$ cat src/rtl/axi_rd_burst_bridge.sv
// axi_rd_burst_bridge
//
// Takes one read request at a time from the Dcache prefetcher and turns it
// into AXI4 INCR read bursts on the crossbar read channel. Incoming 32-bit
// beats are packed into a 256-bit return word.
//
// Request types:
//   00 = uncached word (1 beat)
//   01 = one 16-byte line (4 beats); 11 is handled the same way
//   10 = two consecutive lines (8 beats)
//
// A type-10 request whose second line starts on a new 4KB page is split into
// two 4-beat bursts, because an INCR burst must not cross a 4KB boundary.
//
// Ports:
//   clk, resetn          clock (rising edge) and async active-low reset
//   axi_rd_req/type/addr request from the prefetcher
//   axi_rd_rdy           high while idle; a request is taken when req && rdy
//   axi_ret_valid        one-cycle pulse when the transfer is complete
//   axi_ret_half         one-cycle pulse when the first line of a type-10
//                        transfer is complete
//   axi_ret_data         assembled return data
//   rd_err               sticky flag for a bad response or an rlast mismatch
//   ar*/arvalid/arready  AXI read address channel
//   r*/rvalid/rready     AXI read data channel (rid is ignored)
module axi_rd_burst_bridge #(
  parameter logic [3:0] AXI_ID = 4'd1
) (
  input  logic         clk,
  input  logic         resetn,
  input  logic         axi_rd_req,
  input  logic [1:0]   axi_rd_type,
  input  logic [31:0]  axi_rd_addr,
  output logic         axi_rd_rdy,
  output logic         axi_ret_valid,
  output logic [255:0] axi_ret_data,
  output logic         axi_ret_half,
  output logic         rd_err,
  output logic [31:0]  araddr,
  output logic [7:0]   arlen,
  output logic [2:0]   arsize,
  output logic [1:0]   arburst,
  output logic [3:0]   arid,
  output logic [3:0]   arcache,
  output logic         arvalid,
  input  logic         arready,
  input  logic [31:0]  rdata,
  input  logic [1:0]   rresp,
  input  logic         rlast,
  input  logic         rvalid,
  output logic         rready
);

  typedef enum logic [2:0] {
    IDLE  = 3'd0,
    ADDR  = 3'd1,
    DATA  = 3'd2,
    ADDR2 = 3'd3,
    DATA2 = 3'd4
  } state_t;

  state_t         state_reg;
  logic           word_reg;   // type 00 transfer
  logic           dbl_reg;    // type 10 transfer
  logic           split_reg;  // type 10 issued as two 4-beat bursts
  logic [2:0]     cnt_reg;    // beat index, runs across both bursts of a split
  logic [31:0]    araddr_reg;
  logic [7:0]     arlen_reg;
  logic [3:0]     arcache_reg;
  logic           arvalid_reg;
  logic [255:0]   data_reg;
  logic           ret_valid_reg;
  logic           ret_half_reg;
  logic           rd_err_reg;

  logic           beat;
  logic [2:0]     last_idx;
  logic           is_final;
  logic           last_expected;
  logic           split_req;

  assign axi_rd_rdy    = (state_reg == IDLE);
  assign rready        = (state_reg == DATA) || (state_reg == DATA2);
  assign arsize        = 3'b010;
  assign arburst       = 2'b01;
  assign arid          = AXI_ID;
  assign araddr        = araddr_reg;
  assign arlen         = arlen_reg;
  assign arcache       = arcache_reg;
  assign arvalid       = arvalid_reg;
  assign axi_ret_data  = data_reg;
  assign axi_ret_valid = ret_valid_reg;
  assign axi_ret_half  = ret_half_reg;
  assign rd_err        = rd_err_reg;

  assign beat     = rvalid && rready;
  assign last_idx = word_reg ? 3'd0 : (dbl_reg ? 3'd7 : 3'd3);
  assign is_final = (cnt_reg == last_idx);
  // The slave should flag rlast at the end of every burst it was given,
  // which for a split transfer includes beat 3.
  assign last_expected = is_final || (split_reg && (cnt_reg == 3'd3));
  // The second line would start on the next 4KB page.
  assign split_req = (axi_rd_type == 2'b10) && (axi_rd_addr[11:4] == 8'hFF);

  always_ff @(posedge clk or negedge resetn) begin
    if (!resetn) begin
      state_reg     <= IDLE;
      word_reg      <= 1'b0;
      dbl_reg       <= 1'b0;
      split_reg     <= 1'b0;
      cnt_reg       <= 3'd0;
      araddr_reg    <= 32'd0;
      arlen_reg     <= 8'd0;
      arcache_reg   <= 4'd0;
      arvalid_reg   <= 1'b0;
      data_reg      <= 256'd0;
      ret_valid_reg <= 1'b0;
      ret_half_reg  <= 1'b0;
      rd_err_reg    <= 1'b0;
    end else begin
      ret_valid_reg <= 1'b0;
      ret_half_reg  <= 1'b0;

      // Completion follows the beat count; rlast is only cross-checked.
      if (beat && ((rlast != last_expected) || (rresp != 2'b00))) begin
        rd_err_reg <= 1'b1;
      end

      case (state_reg)
        IDLE: begin
          if (axi_rd_req) begin
            word_reg    <= (axi_rd_type == 2'b00);
            dbl_reg     <= (axi_rd_type == 2'b10);
            split_reg   <= split_req;
            cnt_reg     <= 3'd0;
            arvalid_reg <= 1'b1;
            state_reg   <= ADDR;
            case (axi_rd_type)
              2'b00: begin
                araddr_reg  <= axi_rd_addr & 32'hFFFF_FFFC;
                arlen_reg   <= 8'd0;
                arcache_reg <= 4'b0000;
              end
              2'b10: begin
                araddr_reg  <= axi_rd_addr & 32'hFFFF_FFF0;
                arlen_reg   <= split_req ? 8'd3 : 8'd7;
                arcache_reg <= 4'b1111;
              end
              default: begin
                araddr_reg  <= axi_rd_addr & 32'hFFFF_FFF0;
                arlen_reg   <= 8'd3;
                arcache_reg <= 4'b1111;
              end
            endcase
          end
        end

        ADDR, ADDR2: begin
          if (arready) begin
            arvalid_reg <= 1'b0;
            state_reg   <= (state_reg == ADDR) ? DATA : DATA2;
          end
        end

        DATA, DATA2: begin
          if (beat) begin
            if (word_reg) begin
              data_reg <= {224'd0, rdata};
            end else begin
              data_reg[{cnt_reg, 5'b00000} +: 32] <= rdata;
            end
            cnt_reg <= cnt_reg + 3'd1;
            if (dbl_reg && (cnt_reg == 3'd3)) begin
              ret_half_reg <= 1'b1;
            end
            if (is_final) begin
              ret_valid_reg <= 1'b1;
              state_reg     <= IDLE;
            end else if (split_reg && (state_reg == DATA) && (cnt_reg == 3'd3)) begin
              // Second burst starts on the next page; length stays 3.
              araddr_reg  <= araddr_reg + 32'd16;
              arvalid_reg <= 1'b1;
              state_reg   <= ADDR2;
            end
          end
        end

        default: state_reg <= IDLE;
      endcase
    end
  end

endmodule

$ cat config.mk
export PLATFORM = sky130hd
export DESIGN_NAME = axi_rd_burst_bridge
export DESIGN_NICKNAME = d
export VERILOG_FILES = /design/src/rtl/axi_rd_burst_bridge.sv
export SDC_FILE = /design/constraint.sdc
export NUM_CORES = 1
export LEC_CHECK = 0
export CAP_MARGIN = 20
export CORE_MARGIN = 5
export CORE_UTILIZATION = 49
export DETAILED_ROUTE_END_ITERATION = 6
export PLACE_DENSITY = 0.9
export SYNTH_ARGS = -nofsm -noshare
export SYNTH_HDL_FRONTEND = slang
export SYNTH_SLANG_ARGS = --single-unit
$ cat constraint.sdc
create_clock -name clk -period 3.1 [get_ports clk]
set_input_delay 0.31 -clock clk [delete_from_list [all_inputs] [get_ports clk]]
set_output_delay 0.31 -clock clk [all_outputs]
set_load 0.1 [all_outputs]
Word-level counts from Yosys, hierarchy flattened. Cells that the tools add are included.

Add/subtract/negate cells: 3. Equal/unequal tests: 15. Shifts and indexed selects: 2. Muxes and demuxes: 35. Reductions and logical operators: 23.

Operators with widths (count): bitwise mux 256 bit (1); 2-to-1 mux 256 bit (1); variable shift 32 x 10 -> 256 bit, first input constant (1); indexed part select 32 x 10 -> 256 bit (1); 2-to-1 mux 32 bit (4); case mux 32 bit (2 select lines) (1); 2-to-1 mux 3 bit (11); adder 32 x 5 -> 32 bit, second input constant (1); case mux 3 bit (2 select lines) (2); 2-to-1 mux 1 bit (11); != test 2 bit, second input constant (5); negator 8 -> 10 bit (1); == test 3 x 2 -> 1 bit, second input constant (3); case mux 3 bit (3 select lines) (1); == test 8 bit, second input constant (1); 2-to-1 mux 4 bit (2); logical AND 1 bit (7); AND reduction 6 bit (1); AND reduction 5 bit (1); AND reduction 2 bit (2); AND reduction 4 bit (1); nonzero test 2 bit (2); OR reduction 2 bit (2); adder 3 x 1 -> 3 bit, second input constant (1); 12 further kinds (14).

Bits in registers: 313. Input bits: 74. Output and inout bits: 315. Word-level logic and storage cells: 91.

Depth between registers and ports, before layout. Gate-level depths: netlist (run 1).

Depth after elaboration: 7. Mapped depth: 10.

Worst setup path before layout (run 1). OpenSTA, ideal clock, no wires.

Kind: reg-to-reg. From: register state_reg[1]. To: register arcache_reg[2], in the netlist arcache[2]. Library setup time: 0.121 ns. Data arrival time: 3.954 ns. Data required time: 2.979 ns. Slack: -0.975 ns. Stages on the path, launching flop included: 6. Path buffers: 1. Path through: dfrtp_1 clkbuf_1 nor3_1 nand2_1 or3_1 o21a_1.

Cells in the longest elaborated chain, start to end: 2.

Ends and longest elaborated chain: start: declaration (RTL line 62) `state_t state_reg;`; start signal: assignment (RTL line 161) `state_reg <= (state_reg == ADDR) ? DATA : DATA2;`; zero test 3 bit; via axi_rd_rdy (RTL line 34) `output logic axi_rd_rdy,`; AND reduction 2 bit (no line); end signal: assignment (RTL line 114) `arcache_reg <= 4'd0;`; end signal: assignment (RTL line 142) `arcache_reg <= 4'b0000;`; end signal: assignment (RTL line 147) `arcache_reg <= 4'b1111;`; end: declaration (RTL line 69) `logic [3:0] arcache_reg;`.

The timed path passes the listed nets, and every way through them passes these cells. A chain may end at the register's enable or synchronous reset.

Worst setup path after layout (run 1).
From: register cnt_reg[0]. To: register data_reg[64], in the netlist axi_ret_data[64].

Cells in the longest elaborated chain, start to end: 4. Elaborated cells on any way between the ends: 5. Classes of those cells: 1 x add/sub; 2 x shift; 2 x mux.

Ends and longest elaborated chain: start: declaration (RTL line 66) `logic [2:0] cnt_reg;`; start signal: assignment (RTL line 172) `cnt_reg <= cnt_reg + 3'd1;`; negator 8 -> 10 bit (*) (RTL line 170) `data_reg[{cnt_reg, 5'b00000} +: 32] <= rdata;`; indexed part select 32 x 10 -> 256 bit or variable shift 32 x 10 -> 256 bit (tied branches) (RTL line 170); bitwise mux 256 bit (*) (RTL line 170); 2-to-1 mux 256 bit (*) (RTL line 167) `if (word_reg) begin`; end signal: assignment (RTL line 168) `data_reg <= {224'd0, rdata};`; end signal: indexed assignment (RTL line 170); end: declaration (RTL line 71) `logic [255:0] data_reg;`.

Mark *: on every way between the ends. The rest lies on a longest branch, timed or not.

==> summary.txt, run 1 <==
CP max stage delay - 0.76 ns
Yosys synthesis warning count - 0
Worst EP required - 3.55 ns
Skew final - 0.01254 ns
F_max - 338.7 MHz
Number of flops mapped to enable cells by yosys - 0
Iter 0 DRT Violations - 1608
Setup Viol. Count Final - 0
Die Y - 179.4 um
Hold Vio Cnt, Final - 0
Mean post-synth cell area - 9.679 sq um
Final Slew Violations - 0
Critical-path top delay cell - nor2_4
Setup crit end kind - register
# diodes - 0
TritonCTS buffer count - 31
CTS tree - built
Critical Path Most Common Cell - ha_1
Routed vias - 13060
CTS Sinks - 302
Failing checks - DRC
Outcome - finished, violations left
CP Launch Type - register
H-tree levels - 1
Top delay family on crit path - simple AND/OR/NAND/NOR gates
Post-CTS Setup Bufs - 0
Clock-pin slew on the worst setup and hold paths - 0.06 ns
Max transition margin - 0.3155
Number of global-route vias before repair - 13190
Asr flop ratio synth - 1.000
Period utilisation layout - 0.9523
Worst Hold Class - in -> async
Total grt overflow - 0
Chip Width - 179.4 um
First-pass GRT wire length - 74640 um
Share of layout cells above drive strength 1 - 0.1479
All-Layer GR Usage - 0.2813
Mapped cell area - 0.01406 sq mm
DIE AREA - 0.03219 sq mm
Clock buffer depth - 3
Post-synth cell types - 62
Wirelength per Cell - 22.17 um
Fin crit period - 2.952 ns
Mapped Cells - 1453
Layout area overhead - 31.72%
RSZ-0062 raised after global routing - false
Post_cts resized - 0
Total routed wirelength - 47490 um
Worst path cell trace - inv_1, ha_1, ha_1, nor2_1, nand4_1, nor2_4, a22oi_1, o21ai_0
Nets@finish - 1817
CP Class - reg -> reg
GPL Wtd Cong - 0.8822
Detail Route Antenna Nets - 0
Initial core utilization - 0.4926
# port buffers - 370
Core ar. - 0.02855 sq mm
Crit path max fanout - 32
CTS root buf - clkbuf_16
WP data arrival - 3.40 ns
IO Count - 389
Slew @ Worst Pin - 1.024 ns
Register area share after synthesis - 0.5374
Antenna violations before repair - 0
DRC viols - 1
DPL Wire Length - 31980 um
Post-Route Setup TNS - 0 ns
Top FF cell, synth - dfrtp_1
Site Rows - 62
Worst Path Buf+Inv - 1
Total of fill cells in the finished design - 2198
Clock latency on the worst-skew pair - 0.55 ns
Largest net degree at the start of global routing - 102
Pre-antenna DRT Iters - 7
Synthesized flop and latch total - 302
Max_cap viols - 0
Vias per cell - 6.098
Largest register FFs - 256
[synthesized netlist by cell type, types with 4 or more instances]
| cell type | instances | share of area |
|---|---|---|
| o21ai_0 | 149 | 0.053 |
| a21oi_1 | 30 | 0.011 |
| o22ai_1 | 14 | 0.0062 |
| nand2_1 | 261 | 0.070 |
| buf_2 | 30 | 0.011 |
| buf_4 | 38 | 0.020 |
| inv_1 | 20 | 0.0053 |
| dfrtp_1 | 302 | 0.54 |
| a2bb2oi_1 | 8 | 0.0050 |
| a21oi_2 | 4 | 0.0025 |
| o21ai_1 | 104 | 0.037 |
| nand3_1 | 31 | 0.011 |
| mux2_2 | 29 | 0.023 |
| nor3_1 | 5 | 0.0018 |
| and3_1 | 5 | 0.0022 |
| clkbuf_1 | 76 | 0.020 |
| nor2_1 | 19 | 0.0051 |
| a22oi_1 | 217 | 0.12 |
| nor2_4 | 5 | 0.0040 |
| a2bb2oi_2 | 4 | 0.0043 |
| ha_1 | 6 | 0.0053 |
| buf_1 | 21 | 0.0056 |
| nand4_1 | 10 | 0.0044 |
[per-layer routing]
layer | wire length (um) | track usage | vias up
li1 | - | - | 5745
met4 | 2048 | 0.1128 | 0
met2 | 22680 | 0.4546 | 729
met5 | 0 | 0 | -
met1 | 18540 | 0.3712 | 6458
met3 | 4225 | 0.06366 | 129
[layout by cell type, fill, tap and decap left out, drive strengths merged, types with 5 or more instances in the layout]
cell / instances
a22oi: 217
nor2: 27
o21ai: 253
a2bb2oi: 12
dfrtp: 302
nor3: 5
conb: 16
nand2: 261
ha: 6
clkinv: 6
clkdlybuf4s50: 252
nand4: 10
nand3: 31
and3: 5
mux2: 32
inv: 21
buf: 152
clkbuf: 46
o22ai: 14
a21oi: 34
[stage by stage]
step / worst slack, ns / cell area (sq um) / hold slack [ns] / std cells / utilization
final: 0.1478 / 18520 / 0.2885 / 2142 / 0.6489
after global routing: 0.02800 / 18520 / 0.3320 / 2142 / 0.6489
after CTS: 0.2312 / 18520 / 0.2967 / 2142 / 0.6489
after detailed placement: 0.2774 / 17540 / 0.2851 / 2087 / 0.6144
after global placement: 0.4819 / 17540 / 0.2901 / 2087 / 0.6144
after floorplan: 0.1265 / 14120 / 0.01441 / 1467 / -
[worst paths after layout]
| path | startpoint | to | slack, ns | depth (start not counted) |
|---|---|---|---|---|
| max in group asynchronous | resetn | axi_ret_data[159]$_DFFE_PN0P_ | 1.88 | 3 |
| min | resetn | araddr[24]$_DFFE_PN0P_ | 0.29 | 2 |
| max | cnt_reg[0]$_DFFE_PN0P_ | axi_ret_data[64]$_DFFE_PN0P_ | 0.15 | 8 |
| max reg2reg | cnt_reg[0]$_DFFE_PN0P_ | axi_ret_data[64]$_DFFE_PN0P_ | 0.15 | 8 |
| min in group clk | axi_rd_addr[3] | araddr[3]$_DFFE_PN0P_ | 0.31 | 3 |
| min reg2reg | arlen[2]$_DFFE_PN0P_ | arlen[2]$_DFFE_PN0P_ | 0.48 | 2 |
[cells by family after synthesis]
group / Yosys count / share of synthesized area
AO/OA/AOI/OAI: 555 / 0.2510
AND/OR/NAND/NOR: 362 / 0.1117
flip-flops: 302 / 0.5374
buffers and inverters: 188 / 0.06459
multiplexers: 34 / 0.02705
adder cells (fa/ha/maj): 6 / 0.005338
XOR/XNOR: 4 / 0.002492
other: 2 / 0.0005340
[area by class of cell]
cell class | instances | area [sq um] | share of cell area
Tap cell | 384 | 480.5 | 0.02594
Sequential cell | 302 | 7561 | 0.4082
Clock buffer | 46 | 902.1 | 0.04870
Timing Repair Buffer | 405 | 3744 | 0.2021
Clock inverter | 8 | 72.57 | 0.003918
Multi-Input combinational cell | 977 | 5689 | 0.3071
Inverter | 20 | 75.07 | 0.004053
[repair_timing]
| action | in CTS | in global routing |
|---|---|---|
| endpoints found under the hold margin | 62 | 0 |
| endpoints found under the setup margin | 0 | 0 |
| hold buffers | 1 | 0 |
Power of run 1 is not shown: default switching activity piles up to over one toggle a cycle in this logic, so the estimate is an artifact.
==> run 2: changes to the inputs <==
--- a/config.mk
+++ b/config.mk
@@ -5,7 +5,7 @@
 export SDC_FILE = /design/constraint.sdc
 export NUM_CORES = 1
 export LEC_CHECK = 0
-export CAP_MARGIN = 20
+export CAP_MARGIN = 15
 export CORE_MARGIN = 5
 export CORE_UTILIZATION = 49
 export DETAILED_ROUTE_END_ITERATION = 6
==> results of run 2 <==
No change in the layout: final DEF, timing and power equal those of run 1.
Power of run 2 is left out for the same reason.
==> run 3: changes to the inputs <==
--- a/config.mk
+++ b/config.mk
@@ -9,7 +9,7 @@
 export CORE_MARGIN = 5
 export CORE_UTILIZATION = 49
 export DETAILED_ROUTE_END_ITERATION = 6
-export PLACE_DENSITY = 0.9
+export PLACE_DENSITY_LB_ADDON = 0.25
 export SYNTH_ARGS = -nofsm -noshare
 export SYNTH_HDL_FRONTEND = slang
 export SYNTH_SLANG_ARGS = --single-unit
==> summary.txt, run 3 (synthesized netlist as in run 1, its figures left out) <==
Setup crit end kind - primary output
DRC viols - 3 (+2)
Routed vias - 12840 (-1.7%)
Outcome - finished, violations left
Clock buffer depth - 3 (unchanged)
Site Rows - 62 (unchanged)
Iter 0 DRT Violations - 1403 (-13%)
Hold Vio Cnt, Final - 0 (unchanged)
GPL Wtd Cong - 0.8676 (-1.7%)
Clock latency on the worst-skew pair - 0.55 ns (about the same)
# diodes - 0 (unchanged)
Total routed wirelength - 46960 um (-1.1%)
Worst Hold Class - in -> reg
Vias per cell - 5.976 (-2.0%)
Chip Width - 179.4 um (unchanged)
CP Launch Type - register
Pre-antenna DRT Iters - 7 (unchanged)
Nets@finish - 1821 (+0.22%)
CTS tree - built
CP Class - reg -> out
Post-Route Setup TNS - 0 ns (unchanged)
Layout area overhead - 32.55%
Die Y - 179.4 um (unchanged)
Largest register FFs - 256 (unchanged)
Crit path max fanout - 56 (+75%)
Slew @ Worst Pin - 1.083 ns (+0.05961 ns)
Total grt overflow - 0 (unchanged)
Clock-pin slew on the worst setup and hold paths - 0.06 ns (about the same)
F_max - 351.3 MHz (+3.7%)
Most common cell after layout, fill and taps aside - dfrtp_1
Fin Hold WS - 0.3246 ns (+0.03605 ns)
Detail Route Antenna Nets - 0 (unchanged)
Worst EP required - 2.79 ns (-0.76 ns)
Setup Viol. Count Final - 0 (unchanged)
CTS Sinks - 302 (unchanged)
# port buffers - 370 (unchanged)
Skew final - 0.01045 ns (-0.002082 ns)
Number of global-route vias before repair - 12700 (-3.7%)
Max_cap viols - 0 (unchanged)
Total of fill cells in the finished design - 2288 (+4.1%)
Initial core utilization - 0.4926 (unchanged)
IO Count - 389 (unchanged)
Share of layout cells above drive strength 1 - 0.1650 (+0.01707)
DPL Wire Length - 31330 um (-2.0%)
Failing checks - DRC
TritonCTS buffer count - 31 (unchanged)
Fin crit period - 2.847 ns (-0.1053 ns)
RSZ-0062 raised after global routing - false
All-Layer GR Usage - 0.2772 (-0.004036)
First-pass GRT wire length - 73590 um (-1.4%)
Max transition margin - 0.2779 (-0.03760)
Core ar. - 0.02855 sq mm (unchanged)
Post-CTS Setup Bufs - 0 (unchanged)
H-tree levels - 1 (unchanged)
DIE AREA - 0.03219 sq mm (unchanged)
Period utilisation layout - 0.9184 (-0.03396)
WP data arrival - 2.54 ns (-0.86 ns)
Largest net degree at the start of global routing - 109 (+6.9%)
Commonest non-fill, non-tap cells in the layout - 301 x dfrtp_1, 260 x nand2_1, 227 x clkdlybuf4s50_1, 217 x a22oi_1, 171 x buf_4
Wirelength per Cell - 21.86 um (-1.4%)
Antenna violations before repair - 0 (unchanged)
Final Slew Violations - 0 (unchanged)
CTS root buf - clkbuf_16
[run 3: cell count changes in the layout (fill, tap and decap cells not counted), sizes merged]
cell and change:
bufinv +2, clkbuf +4, clkdlybuf4s50 -25, clkinv -4, buf +29
[run 3: final cells by class]
type	count	area [sq um]	area share
clock buffer	50	967.2	0.05188
timing repair buffer	409	3761	0.2018
sequential	302	7561	0.4056
tap	384	480.5	0.02577
multi-input combinational	977	5688	0.3051
inverter	20	75.07	0.004027
clock inverter	6	108.9	0.005839
[run 3: critical path: stages, from the launching register on]
cell	delay (ns)
dfrtp_1	0.67
xnor2_1	0.17
or2_2	0.49
inv_1	0.17
buf_12	0.26
buf_12	0.21
[run 3: worst paths after layout]
kind	start	end	slack, ns	cells past startpoint
setup / recovery	state_reg[2]$_DFFE_PN0P_	rready	0.25	5
max in group asynchronous	resetn	axi_ret_data[217]$_DFFE_PN0P_	1.81	3
hold reg to reg	rd_err$_DFFE_PN0P_	rd_err$_DFFE_PN0P_	0.47	1
hold / removal	axi_rd_addr[3]	araddr[3]$_DFFE_PN0P_	0.32	3
min in group asynchronous	resetn	axi_ret_data[10]$_DFFE_PN0P_	0.36	2
setup reg to reg	cnt_reg[0]$_DFFE_PN0P_	axi_ret_data[14]$_DFFE_PN0P_	0.38	8
[run 3: what timing repair did]
action / in CTS / in global routing
hold endpoints to repair: 85 / 0
resized for setup: 0 / 0
hold buffers: 1 / 0
[run 3: per-stage QoR]
| stage | setup slack (ns) | cells | util | instance area (sq um) |
|---|---|---|---|---|
| global placement | 0.5107 | 2091 | 0.6150 | 17560 |
| CTS | 0.2665 | 2148 | 0.6530 | 18640 |
| floorplan | 0.1265 | 1467 | - | 14120 |
| detailed placement | 0.3808 | 2091 | 0.6150 | 17560 |
| global route | 0.1116 | 2148 | 0.6530 | 18640 |
| finish | 0.2531 | 2148 | 0.6530 | 18640 |
[run 3: routing by layer]
| layer | GRT usage | share of wire |
|---|---|---|
| met1 | 0.3851 | 0.42 |
| met2 | 0.4275 | 0.45 |
| met4 | 0.1036 | 0.041 |
| met3 | 0.06568 | 0.089 |
| met5 | 0 | 0 |
Power of run 3 is left out for the same reason.
